<file path="config.mk">
export PLATFORM = sky130hd
export DESIGN_NAME = sh7604_line_fill
export DESIGN_NICKNAME = d
export VERILOG_FILES = /design/src/rtl/sh7604_line_fill_pkg.sv /design/src/rtl/sh7604_line_fill.sv
export SDC_FILE = /design/constraint.sdc
export NUM_CORES = 1
export LEC_CHECK = 0
export ABC_CLOCK_PERIOD_IN_PS = 1500
export CAP_MARGIN = 20
export CORE_AREA = 3 3 112 114
export DETAILED_ROUTE_END_ITERATION = 10
export DIE_AREA = 0 0 115 117
export GPL_TIMING_DRIVEN = 1
export PLACE_DENSITY_LB_ADDON = 0.1
export SLEW_MARGIN = 20
export SYNTH_ARGS = -nofsm -noshare
export SYNTH_HDL_FRONTEND = slang
export SYNTH_SLANG_ARGS = --single-unit
export TNS_END_PERCENT = 100
</file>
<file path="constraint.sdc">
create_clock -name clk_i -period 1.5 [get_ports clk_i]
set_input_delay 0.3 -clock clk_i [delete_from_list [all_inputs] [get_ports clk_i]]
set_output_delay 0.3 -clock clk_i [all_outputs]
set_load 0.03 [all_outputs]
</file>
<file path="src/rtl/sh7604_line_fill_pkg.sv">
// Shared types and constants for the SH7604 cache line-fill sequencer.
// Word ordering is a plain 2-bit add so the sequence wraps inside the 16-byte line.
package sh7604_line_fill_pkg;

   typedef enum logic [1:0] {
      StIdle,
      StIssue,
      StWaitd,
      StDone
   } line_fill_state_e;

   localparam int unsigned LineBytes = 16;

   // Word index of beat `beat` when the fill starts at word `crit`.
   function automatic logic [1:0] word_idx(input logic [1:0] crit, input logic [1:0] beat);
      return crit + beat;
   endfunction

endpackage

</file>
<file path="src/rtl/sh7604_line_fill.sv">
// Cache line-fill sequencer: four critical-word-first IBUS reads per line, held as one
// locked burst, each returned longword streamed to the cache data array.
module sh7604_line_fill
   import sh7604_line_fill_pkg::*;
#(
   parameter int unsigned LineWords = 4
) (
   input  logic        clk_i,
   input  logic        rst_i,
   input  logic        ce_r_i,
   input  logic        fill_req_i,
   input  logic [31:0] fill_a_i,
   output logic        fill_busy_o,
   output logic        fill_we_o,
   output logic [1:0]  fill_wa_o,
   output logic [31:0] fill_wd_o,
   output logic        crit_vld_o,
   output logic        fill_done_o,
   output logic [31:0] ibus_a_o,
   output logic [3:0]  ibus_ba_o,
   output logic        ibus_we_o,
   output logic        ibus_req_o,
   output logic        ibus_burst_o,
   output logic        ibus_lock_o,
   input  logic [31:0] ibus_di_i,
   input  logic        ibus_busy_i
);

   localparam int unsigned OffsW    = $clog2(LineBytes);
   localparam logic [1:0]  LastBeat = 2'(LineWords - 1);

   line_fill_state_e   state_q, state_d;
   logic [31-OffsW:0]  line_q, line_d;
   logic [1:0]         crit_q, crit_d;
   logic [1:0]         beat_q, beat_d;
   logic [1:0]         word_q, word_d;
   logic               req_q, req_d;
   logic               busy_q, busy_d;
   logic               we_q, we_d;
   logic [1:0]         wa_q, wa_d;
   logic [31:0]        wd_q, wd_d;
   logic               crit_vld_q, crit_vld_d;
   logic               done_q, done_d;

   // Byte offset bits of the miss address carry no information for a longword fill.
   logic unused_addr_bits;
   assign unused_addr_bits = ^fill_a_i[1:0];

   always_comb begin
      state_d    = state_q;
      line_d     = line_q;
      crit_d     = crit_q;
      beat_d     = beat_q;
      word_d     = word_q;
      req_d      = req_q;
      busy_d     = busy_q;
      wa_d       = wa_q;
      wd_d       = wd_q;
      we_d       = 1'b0;
      crit_vld_d = 1'b0;
      done_d     = 1'b0;

      unique case (state_q)
         StIdle: begin
            if (fill_req_i) begin
               line_d  = fill_a_i[31:OffsW];
               crit_d  = fill_a_i[OffsW-1:2];
               word_d  = fill_a_i[OffsW-1:2];
               beat_d  = 2'd0;
               req_d   = 1'b1;
               busy_d  = 1'b1;
               state_d = StIssue;
            end
         end
         StIssue: begin
            if (ibus_busy_i) begin
               state_d = StWaitd;
            end
         end
         StWaitd: begin
            if (!ibus_busy_i) begin
               wd_d       = ibus_di_i;
               wa_d       = word_idx(crit_q, beat_q);
               we_d       = 1'b1;
               crit_vld_d = (beat_q == 2'd0);
               if (beat_q == LastBeat) begin
                  req_d   = 1'b0;
                  state_d = StDone;
               end else begin
                  beat_d  = beat_q + 2'd1;
                  word_d  = word_idx(crit_q, beat_q + 2'd1);
                  state_d = StIssue;
               end
            end
         end
         StDone: begin
            done_d  = 1'b1;
            busy_d  = 1'b0;
            state_d = StIdle;
         end
         default: begin
            state_d = StIdle;
         end
      endcase
   end

   always_ff @(posedge clk_i) begin
      if (rst_i) begin
         state_q    <= StIdle;
         line_q     <= '0;
         crit_q     <= 2'd0;
         beat_q     <= 2'd0;
         word_q     <= 2'd0;
         req_q      <= 1'b0;
         busy_q     <= 1'b0;
         we_q       <= 1'b0;
         wa_q       <= 2'd0;
         wd_q       <= 32'd0;
         crit_vld_q <= 1'b0;
         done_q     <= 1'b0;
      end else if (ce_r_i) begin
         state_q    <= state_d;
         line_q     <= line_d;
         crit_q     <= crit_d;
         beat_q     <= beat_d;
         word_q     <= word_d;
         req_q      <= req_d;
         busy_q     <= busy_d;
         we_q       <= we_d;
         wa_q       <= wa_d;
         wd_q       <= wd_d;
         crit_vld_q <= crit_vld_d;
         done_q     <= done_d;
      end
   end

   // Burst and lock share the request register so the BSC never sees the line split.
   assign ibus_req_o   = req_q;
   assign ibus_burst_o = req_q;
   assign ibus_lock_o  = req_q;
   assign ibus_ba_o    = req_q ? 4'b1111 : 4'b0000;
   assign ibus_we_o    = 1'b0;
   assign ibus_a_o     = {line_q, word_q, 2'b00};

   assign fill_busy_o  = busy_q;
   assign fill_we_o    = we_q;
   assign fill_wa_o    = wa_q;
   assign fill_wd_o    = wd_q;
   assign crit_vld_o   = crit_vld_q;
   assign fill_done_o  = done_q;

endmodule
</file>
Word level (Yosys, flattened, before mapping)

Cells that the tools add are included.
W data, S select, Z words.

Register bits after elaboration: 75
Bits of input ports: 69
Word-level logic and storage cells: 59

$add $sub $neg: 3
Equality and inequality tests: 9
Multiplexer cells: 24
Bitwise operators: 1
Reduce and logical (&&, ||, !) cells: 10

Operator list:

| cell                  | number |
|---|---|
| $mux W2               | 10 |
| $ne A2 B2 Y1 const B  | 5 |
| $reduce_and A5 Y1     | 2 |
| $reduce_and A3 Y1     | 3 |
| $mux W1               | 8 |
| $pmux W2 S2           | 2 |
| $pmux W2 S4           | 1 |
| $eq A2 B2 Y1 const B  | 3 |
| $add A2 B2 Y2         | 2 |
| $logic_not A2 Y1      | 2 |
| $mux W4               | 1 |
| $pmux W1 S2           | 2 |
| $reduce_and A4 Y1     | 1 |
| $reduce_bool A2 Y1    | 2 |
| $add A2 B1 Y2 const B | 1 |
| $eq A2 B1 Y1 const B  | 1 |
| $not A1 Y1            | 1 |

Depth between registers and ports, before layout

Gate-level depths: netlist (run 1).

Depth in word-level cells: 5
Gate-level depth with buffers: 7

Least setup slack after synthesis (run 1)

No wires, ideal clock.

Path type: reg-to-reg
Start: register beat_q[0]
End: register word_q[0]
Setup time: 0.091 ns
Arrival time: 1.426 ns
Setup slack: -0.017 ns
Stages on the path, launching flop included: 6
Path buffers: 0
Period minus slack after synthesis: 1.517 ns
Cell sequence: dfxtp_1 > ha_1 > or3b_4 > a21oi_4 > nor2_1 > a311oi_1

Longest elaborated chain between the ends: 5

RTL lines:

| element                | line                       | source |
|---|---|---|
| start, declared        | sh7604_line_fill.sv:35     | `logic [1:0] beat_q, beat_d;` |
| start signal, assigned | sh7604_line_fill.sv:125    | `beat_q <= beat_d;` |
| $add A2 B1 Y2          | sh7604_line_fill.sv:91     | `word_d = word_idx(crit_q, beat_q + 2'd1);` |
| $add A2 B2 Y2          | sh7604_line_fill_pkg.sv:16 | `return crit + beat;` |
| $mux W2                | sh7604_line_fill.sv:86     | `if (beat_q == LastBeat) begin` |
| $mux W2                | sh7604_line_fill.sv:81     | `if (!ibus_busy_i) begin` |
| $pmux W2 S2            | sh7604_line_fill.sv:63     | `unique case (state_q)` |
| end signal, assigned   | sh7604_line_fill.sv:126    | `word_q <= word_d;` |
| end, declared          | sh7604_line_fill.sv:36     | `logic [1:0] word_q, word_d;` |

Several ways; a longest one is shown, not always the timed one. The select of a mux whose other input is x is not followed.
A chain may end at the register's enable or synchronous reset.

Worst setup path in the final report (run 1)

Start: register beat_q[0]
End: register beat_q[1]

Longest elaborated chain between the ends: 4

RTL lines:

| element       | line                   | source |
|---|---|---|
| $add A2 B1 Y2 | sh7604_line_fill.sv:90 | `beat_d = beat_q + 2'd1;` |
| $mux W2       | sh7604_line_fill.sv:86 |  |
| $mux W2       | sh7604_line_fill.sv:81 |  |
| $pmux W2 S2   | sh7604_line_fill.sv:63 |  |

Several ways; a longest one is shown, not always the timed one. The select of a mux whose other input is x is not followed.

==> results of run 1 <==
[through the flow]
step           cell area, µm²  utilization, %  total power, mW  cells
6_report                 4800            41.6             5.06    651
5_1_grt                  4800            41.6             5.29    651
4_1_cts                  4810            41.8             5.16    651
3_5_place_dp             4520            39.3             2.81    633
3_3_place_gp             4520            39.3             2.81    633
2_1_floorplan            2870               -             2.44    361
[worst max-delay path, stage by stage (launching register included)]
cell and delay [ns]:
dfxtp_2 0.35, ha_4 0.16, or3b_4 0.38, a21oi_4 0.20, buf_4 0.14, nand3_1 0.06
a21oi_1 0.12
[worst max-delay path by stage]
stage,startpoint,end,slack (ns),cells after the start
floorplan,beat_q[0],word_q[0],0.007,5
CTS,ibus_burst_o,ibus_ba_o[3],-0.009,1
finish,beat_q[0],beat_q[1],0.02,6
global route,beat_q[0],beat_q[1],-0.05,6
detailed placement,ibus_busy_i,fill_wd_o[12],-0.30,6
global placement,ibus_busy_i,fill_wd_o[9],-0.30,6
[placed cells by master (no fill, tap or decap), drive strengths merged, types with 4 or more instances in the layout]
| cell | instances |
|---|---|
| dlygate4sd2 | 68 |
| nand2 | 132 |
| nand2b | 5 |
| ha | 4 |
| clkdlybuf4s50 | 64 |
| dfxtp | 75 |
| xnor2 | 4 |
| clkbuf | 17 |
| a21oi | 72 |
| buf | 23 |
| nor2 | 10 |
[sequential cells by signal (all words and copies together) (netlist names)]
register / flops
fill_done_o: 1
word_q: 2
beat_q: 2
crit_vld_o: 1
fill_we_o: 1
fill_wa_o: 2
ibus_burst_o: 1
fill_wd_o: 32
crit_q: 2
line_q: 28
state_q: 2
fill_busy_o: 1
[routing by layer]
layer,vias to the layer above,GRT usage [%],wire (µm)
li1,1438,-,-
met1,1272,14.6,3700
met5,-,0,0
met2,92,19.6,3740
met3,8,5.24,788
met4,0,3.76,82
[kinds of logic (layout without fill, tap and decap cells)]
family,Yosys count,after routing
fa+ha+maj,4,4
other cells,1,3
compound gates,81,81
buf+inv,35,182
simple gates,159,159
xor+xnor,4,4
flops,75,75
[report_power, final]
group / switching, mW / leakage, nW / internal, mW / total (mW)
clock network: 0.798 / 0.165 / 1.54 / 2.34
registers: 0.0307 / 0.610 / 2.05 / 2.08
logic: 0.332 / 1.28 / 0.308 / 0.640
[what timing repair did]
action,CTS,global route
gates resized for setup,88,11
buffers inserted,2,0
hold buffers,0,0
endpoints found under the setup margin,77,42
hold endpoints to repair,0,0
pin swaps,4,3
[layout make-up]
type	count	share of cell area [%]
timing repair buffer	163	32.3
sequential	75	31.4
multi-input combinational	251	25.5
clock buffer	11	5.27
tap	143	3.73
clock inverter	5	1.57
inverter	3	0.235
==> flow_metrics.env, run 1 <==
export IMPL_synthCells=359
export IMPL_fp_dieArea_mm2=0.0135
export IMPL_antenna_found_initial=0
export IMPL_synth_area_leaders="dfxtp_1, nand2_1, a21oi_1"
export IMPL_area_delta_synth_final_pct=67.4
export IMPL_drive_above_1_share_pct=11.8
export IMPL_dp_hpwl_um=5840
export IMPL_die_y_um=117
export IMPL_n_fill_cell=1185
export IMPL_synth_seq_cells=75
export IMPL_antennaDiodeCount=0
export IMPL_crit_arrival_ns=1.73
export IMPL_routed_via_count=2810
export IMPL_netlist_area_mm2=0.00287
export IMPL_async_flop_share_pct=0
export IMPL_fin_hold_ws_ns=0.402
export IMPL_clk_pin_slew_ns=0.06
export IMPL_ios=147
export IMPL_worstSetupPathType="flop to flop"
export IMPL_grt_pass1_vias=2725
export IMPL_worstHoldEndpoint="crit_vld_o"
export IMPL_yosysTopAreaCellShare_pct=52.4
export IMPL_maxCapViolCount=0
export IMPL_num_rows=39
export IMPL_yosysTopAreaCell="dfxtp_1"
export IMPL_power_density_mw_per_mm2=1050
export IMPL_cts_tree="yes"
export IMPL_place_ws_ns=-0.300
export IMPL_root_buffer="clkbuf_16"
export IMPL_fin_crit_sh_pct=99.0
export IMPL_multiInputGateArea_mm2=0.00122
export IMPL_fin_ws_ns=0.0156
export IMPL_die_w_um=115
export IMPL_netlist_top_cells_count="nand2_1, dfxtp_1, a21oi_1"
export IMPL_hold_viol_final=0
export IMPL_grt_max_degree=35
export IMPL_num_nets_final=576
export IMPL_final_setup_tns_ns=0
export IMPL_yosys_area_share_adder_pct=1.75
export IMPL_antenna_left=0
export IMPL_gp_congestion=0.689
export IMPL_synth_compound_area_share_pct=15.3
export IMPL_holdPathStages=2
export IMPL_r2r_start="beat_q[0]"
export IMPL_htree_levels=3
export IMPL_r2r_setup_slack_ns=0.02
export IMPL_grt_pass1_wl_um=13000
export IMPL_routed_wl_um=8310
export IMPL_synthXorXnorAreaFrac_pct=1.22
export IMPL_fin_skew_ns=0.00574
export IMPL_synth_top_family_by_area="simple AND/OR/NAND/NOR gates"
export IMPL_grt_setup_unrepaired="yes"
export IMPL_hp_class="input port to flop"
export IMPL_vias_per_cell=4.32
export IMPL_status="completed"
export IMPL_drv_slew=0
export IMPL_clockBufferDepth=2
export IMPL_cellLeakagePower_nw=2.06
export IMPL_post_route_min_period_ns=1.48
export IMPL_synthFlopType="dfxtp_1"
export IMPL_synth_most_common_cell="nand2_1"
export IMPL_yosys_area_share_simple_pct=22.7
export IMPL_drc=0
export IMPL_setup_viol=0
export IMPL_dr_pass1_iters=4
export IMPL_port_buffers=141
export IMPL_synth_edf_count=0
export IMPL_ys_warn_count=0
export IMPL_ys_seq_area_share_pct=52.4
export IMPL_required_ns=1.75
export IMPL_core_region_area_mm2=0.0115
export IMPL_r2r_end="beat_q[1]"
export IMPL_crit_fanout=6
export IMPL_wire_per_inst_um=12.8
export IMPL_insertion_delay_ns=0.32
export IMPL_avgSynthCellArea_um2=7.98
export IMPL_cp_start_kind="flop"
export IMPL_grt_use_total_pct=12.1
export IMPL_max_freq_mhz=674
export IMPL_ff_latch_area_mm2=0.00151
export IMPL_critPathCaptureType="flop"
export IMPL_initial_core_util_pct=24.9
export IMPL_drt_iter0_markers=135
export IMPL_r2r_worst_path_cells=6
export IMPL_worstHoldStart="rst_i"
export IMPL_peakVddDrop_mv=0.539
export IMPL_numCtsBuffers=9
export IMPL_yosysUniqueCellTypes=29
export IMPL_overflow=0
export IMPL_cts_sinks=75
export IMPL_synth_mux_area_share_pct=0
(Power assumes the default switching activity.)
==> run 2, diff against run 1 <==
- ABC_CLOCK_PERIOD_IN_PS: 1500 -> 1900
- clock period: 1.5 -> 1.9 ns (I/O delays scaled with it)
==> run 2 against run 1 <==
  * Worst setup slack improved by 0.13 ns
  * Hold slack gained 0.048 ns
  * Global-route usage up 0.34 points
  * Register-to-register slack gained 0.22 ns
  * Sequential cell count is the same
  * Critical path depth down 5
  * Combinational power fell by 20%
  * Via count is 1.3% lower
  * First-iteration DRC count grew 16%
  * Final cell count is 2.0% lower
  * Power decreased by 23%
  * Wire length rose by 0.92%
  * Critical endpoint is now ibus_a_o[27]
  * Largest power group unchanged
==> flow_metrics.env, run 2 (synthesis results as in run 1) <==
export IMPL_fin_ws_ns=0.150
export IMPL_num_rows=39
export IMPL_layout_commonest_cell="clkdlybuf4s50_1"
export IMPL_p_sw_share_pct=23.6
export IMPL_antenna_found_initial=0
export IMPL_grt_pass1_vias=2683
export IMPL_core_region_area_mm2=0.0115
export IMPL_hp_class="flop to flop"
export IMPL_final_setup_tns_ns=0
export IMPL_cts_tree="yes"
export IMPL_critPathCaptureType="output port"
export IMPL_fin_crit_sh_pct=92.1
export IMPL_drt_iter0_markers=156
export IMPL_r2r_worst_path_cells=5
export IMPL_area_delta_synth_final_pct=64.8
export IMPL_worstSetupPathType="flop to output port"
export IMPL_crit_fanout=2
export IMPL_status="completed"
export IMPL_crit_slowest_cell="clkdlybuf4s50_1"
export IMPL_grt_use_total_pct=12.4
export IMPL_num_nets_final=564
export IMPL_drc=0
export IMPL_power_density_mw_per_mm2=819
export IMPL_antennaDiodeCount=0
export IMPL_vias_per_cell=4.35
export IMPL_cp_endpoint="ibus_a_o[27]"
export IMPL_n_fill_cell=1213
export IMPL_place_ws_ns=-0.0165
export IMPL_dp_hpwl_um=5670
export IMPL_path_buf_inv=1
export IMPL_clockBufferDepth=2
export IMPL_drive_above_1_share_pct=6.26
export IMPL_antenna_left=0
export IMPL_cts_hold_buf=0
export IMPL_largest_reg_flops=32
export IMPL_post_route_min_period_ns=1.75
export IMPL_r2r_setup_slack_ns=0.24
export IMPL_ios=147
export IMPL_cp_start_kind="flop"
export IMPL_setup_worst_path_start="line_q[23]"
export IMPL_port_buffers=141
export IMPL_routed_via_count=2774
export IMPL_r2r_start="beat_q[0]"
export IMPL_cp_top_family="buffers and inverters"
export IMPL_hold_viol_final=0
export IMPL_gp_congestion=0.677
export IMPL_setup_viol=0
export IMPL_final_cell_mix="clkdlybuf4s50_1, nand2_1, dfxtp_1"
export IMPL_path_cells="clkdlybuf4s50_1"
export IMPL_grt_max_degree=37
export IMPL_cellLeakagePower_nw=1.67
export IMPL_htree_levels=3
export IMPL_peakVddDrop_mv=0.307
export IMPL_max_freq_mhz=572
export IMPL_numCtsBuffers=9
export IMPL_clkPwrFrac_pct=44.2
export IMPL_crit_path_max_incr_delay_ns=0.70
export IMPL_wire_per_inst_um=13.1
export IMPL_insertion_delay_ns=0.33
export IMPL_drv_slew=0
export IMPL_die_y_um=117
export IMPL_dr_pass1_iters=4
export IMPL_clk_pin_slew_ns=0.06
export IMPL_maxCapViolCount=0
export IMPL_cts_sinks=75
export IMPL_routed_wl_um=8380
export IMPL_overflow=0
export IMPL_fin_skew_ns=0.00864
export IMPL_required_ns=1.52
export IMPL_seq_power_share_pct=42.5
export IMPL_grt_setup_unrepaired="no"
export IMPL_initial_core_util_pct=24.9
export IMPL_r2r_end="word_q[0]"
export IMPL_die_w_um=115
export IMPL_p_comb_share_pct=13.2
export IMPL_cts_setup_buffers=0
export IMPL_root_buffer="clkbuf_16"
export IMPL_fp_dieArea_mm2=0.0135
export IMPL_p_int_mw=2.96
export IMPL_grt_pass1_wl_um=13100
export IMPL_worst_path_stages=1
export IMPL_crit_arrival_ns=1.37
export IMPL_power_switching_mw=0.913
-- run 2: cell types whose count changed in the layout (fill, tap and decap cells not counted), moves of 3 or more --
| cell | delta |
|---|---|
| buf_4 | -11 |
| dfxtp_1 | +3 |
| clkdlybuf4s50_1 | +69 |
| clkbuf_2 | -6 |
| dlygate4sd2_1 | -61 |
| dfxtp_2 | -3 |
-- run 2: final cells by class --
| cell class | instances | area [µm²] | share of cell area [%] |
|---|---|---|---|
| clock buffer | 13 | 260 | 5.51 |
| clock inverter | 2 | 35.0 | 0.742 |
| inverter | 3 | 11.3 | 0.238 |
| multi-input combinational | 251 | 1190 | 25.1 |
| sequential | 75 | 1500 | 31.8 |
| tap | 143 | 179 | 3.79 |
| timing repair buffer | 151 | 1550 | 32.8 |
-- run 2: worst min-delay path by stage --
| stage | start | endpoint | slack [ns] | cells past startpoint |
|---|---|---|---|---|
| finish | line_q[1] | line_q[1] | 0.45 | 2 |
| global route | fill_wd_o[12] | fill_wd_o[12] | 0.47 | 2 |
| CTS | fill_wd_o[16] | fill_wd_o[16] | 0.45 | 2 |
| detailed placement | fill_wd_o[16] | fill_wd_o[16] | 0.45 | 2 |
| global placement | fill_wa_o[1] | fill_wa_o[1] | 0.44 | 2 |
| floorplan | crit_q[0] | crit_q[0] | 0.46 | 2 |
-- run 2: timing repair --
item | CTS | global route
gates resized for setup | 7 | 0
endpoints found under the hold margin | 0 | 0
setup endpoints to repair | 7 | 0
-- run 2: power by group through the flow --
stage | logic (mW) | registers (mW) | clock network (mW)
6_report | 0.513 | 1.65 | 1.71
5_1_grt | 0.556 | 1.65 | 1.84
4_1_cts | 0.521 | 1.65 | 1.79
3_5_place_dp | 0.525 | 1.68 | 0
3_3_place_gp | 0.526 | 1.68 | 0
2_1_floorplan | 0.174 | 1.76 | 0
-- run 2: tightest hold or removal path: stages, from the launching register on --
cell     delay (ns)
dfxtp_1        0.30
nand2_1        0.05
a21oi_1        0.05
-- run 2: per-stage QoR --
step,instance area [µm²],hold slack (ns),cells,total power [mW],utilization [%]
final,4720,0.450,638,3.87,41.0
after global routing,4720,0.471,638,4.05,41.0
after CTS,4720,0.454,638,3.96,41.0
after detailed placement,4440,0.446,623,2.21,38.5
after global placement,4440,0.439,623,2.20,38.5
after floorplan,2870,0.458,361,1.93,-
-- run 2: metal layers --
metal | GRT usage [%] | share of wire [%] | up-vias | wire length (µm)
met5 | 0 | 0 | - | 0
met4 | 5.63 | 1.7 | 0 | 143
met3 | 5.91 | 10 | 10 | 874
met2 | 18.9 | 43 | 104 | 3630
met1 | 15.0 | 45 | 1244 | 3740
li1 | - | - | 1416 | -
==> run 3, diff against run 2 <==
- ABC_CLOCK_PERIOD_IN_PS: 1900 -> 1800
- clock period: 1.9 -> 1.8 ns (I/O delays scaled with it)
==> run 3 against run 2 <==
  * Clock power shrank 2%
  * Power grew 2.0%
  * Sequential share of layout area is essentially flat
  * Final area is essentially flat
  * Worst setup slack lost 0.080 ns
  * Wire length shrank 0.13%
  * Die area is the same
  * Global-route usage grew 0.25 points
  * Register-to-register slack lost 0.09 ns
  * Sequential cell count is the same
  * Final cell count grew 0.63%
  * Largest cell class unchanged
==> flow_metrics.env, run 3 (synthesis results as in run 1) <==
export IMPL_status="completed"
export IMPL_routed_via_count=2735
export IMPL_cp_top_family="buffers and inverters"
export IMPL_root_buffer="clkbuf_16"
export IMPL_crit_fanout=2
export IMPL_cts_setup_buffers=0
export IMPL_place_ws_ns=-0.103
export IMPL_maxCapViolCount=0
export IMPL_area_delta_synth_final_pct=64.9
export IMPL_wire_per_inst_um=13.0
export IMPL_worstSetupPathType="flop to output port"
export IMPL_port_buffers=141
export IMPL_grt_setup_unrepaired="no"
export IMPL_core_region_area_mm2=0.0115
export IMPL_gp_congestion=0.681
export IMPL_required_ns=1.44
export IMPL_initial_core_util_pct=24.9
export IMPL_num_nets_final=567
export IMPL_cellLeakagePower_nw=1.69
export IMPL_antenna_left=0
export IMPL_routed_wl_um=8370
export IMPL_antenna_found_initial=0
export IMPL_path_buf_inv=1
export IMPL_clockBufferDepth=2
export IMPL_die_w_um=115
export IMPL_num_rows=39
export IMPL_htree_levels=3
export IMPL_fin_skew_ns=0.00663
export IMPL_dp_cells=626
export IMPL_final_cell_mix="nand2_1, clkdlybuf4s50_1, dfxtp_1"
export IMPL_overflow=0
export IMPL_setup_viol=0
export IMPL_hp_class="input port to flop"
export IMPL_dr_pass1_iters=4
export IMPL_n_fill_cell=1203
export IMPL_cp_start_kind="flop"
export IMPL_critPathCaptureType="output port"
export IMPL_die_y_um=117
export IMPL_crit_arrival_ns=1.37
export IMPL_dp_hpwl_um=5720
export IMPL_drt_iter0_markers=150
export IMPL_ios=147
export IMPL_grt_pass1_vias=2686
export IMPL_grt_pass1_wl_um=13300
export IMPL_drv_slew=0
export IMPL_max_freq_mhz=578
export IMPL_drc=0
export IMPL_fp_dieArea_mm2=0.0135
export IMPL_clk_pin_slew_ns=0.06
export IMPL_path_cells="clkdlybuf4s50_1"
export IMPL_insertion_delay_ns=0.34
export IMPL_grt_max_degree=39
export IMPL_fin_ws_ns=0.0701
export IMPL_vias_per_cell=4.26
export IMPL_stdcell_count=642
export IMPL_drive_above_1_share_pct=6.81
export IMPL_largest_reg_flops=32
export IMPL_crit_slowest_cell="clkdlybuf4s50_1"
export IMPL_cts_sinks=75
export IMPL_antennaDiodeCount=0
export IMPL_crit_path_max_incr_delay_ns=0.70
export IMPL_post_route_min_period_ns=1.73
export IMPL_cts_tree="yes"
export IMPL_final_setup_tns_ns=0
export IMPL_numCtsBuffers=9
export IMPL_fin_crit_sh_pct=96.1
export IMPL_peakVddDrop_mv=0.615
export IMPL_grt_use_total_pct=12.7
export IMPL_power_density_mw_per_mm2=835
export IMPL_hold_viol_final=0
run 3: path summary, 6_finish.rpt:
path,cells after the start,slack [ns],endpoint,from
max reg2reg,5,0.15,word_q[0],beat_q[0]
min reg2reg,2,0.45,fill_wd_o[19],fill_wd_o[19]
min,2,0.40,state_q[1],rst_i
max,1,0.07,ibus_a_o[27],line_q[23]
run 3: what timing repair did:
item                       CTS  global route
hold buffers                 0             0
resized for setup            7             1
setup endpoints to repair    7             1
run 3: per-layer routing:
layer | global-route usage (%) | share of wire [%] | vias up
met5 | 0 | 0 | -
met4 | 4.46 | 1.3 | 0
met3 | 7.61 | 12 | 9
met2 | 20.1 | 44 | 105
met1 | 14.2 | 43 | 1201
li1 | - | - | 1420
run 3: metrics by stage:
| stage | hold WS, ns | power [mW] | utilization [%] | area, µm² |
|---|---|---|---|---|
| 2_1_floorplan | 0.458 | 2.04 | - | 2870 |
| 3_5_place_dp | 0.447 | 2.33 | 38.7 | 4460 |
| 3_3_place_gp | 0.440 | 2.33 | 38.7 | 4460 |
| 5_1_grt | 0.427 | 4.16 | 41.0 | 4730 |
| 4_1_cts | 0.393 | 4.04 | 41.0 | 4720 |
| 6_report | 0.398 | 3.95 | 41.0 | 4730 |
run 3: layout make-up:
type	count	area (µm²)	share of cell area (%)
clock inverters	2	10.0	0.212
multi-input cells	251	1190	25.1
flip-flops and latches	75	1500	31.8
well taps	143	179	3.79
repair buffers	154	1570	33.3
inverters	3	11.3	0.238
clock buffers	14	264	5.59
run 3: where the power goes:
| group | switching [mW] | internal, mW |
|---|---|---|
| sequential | 0.0283 | 1.71 |
| combinational | 0.270 | 0.275 |
| clock | 0.660 | 1.00 |
| total | 0.959 | 2.99 |
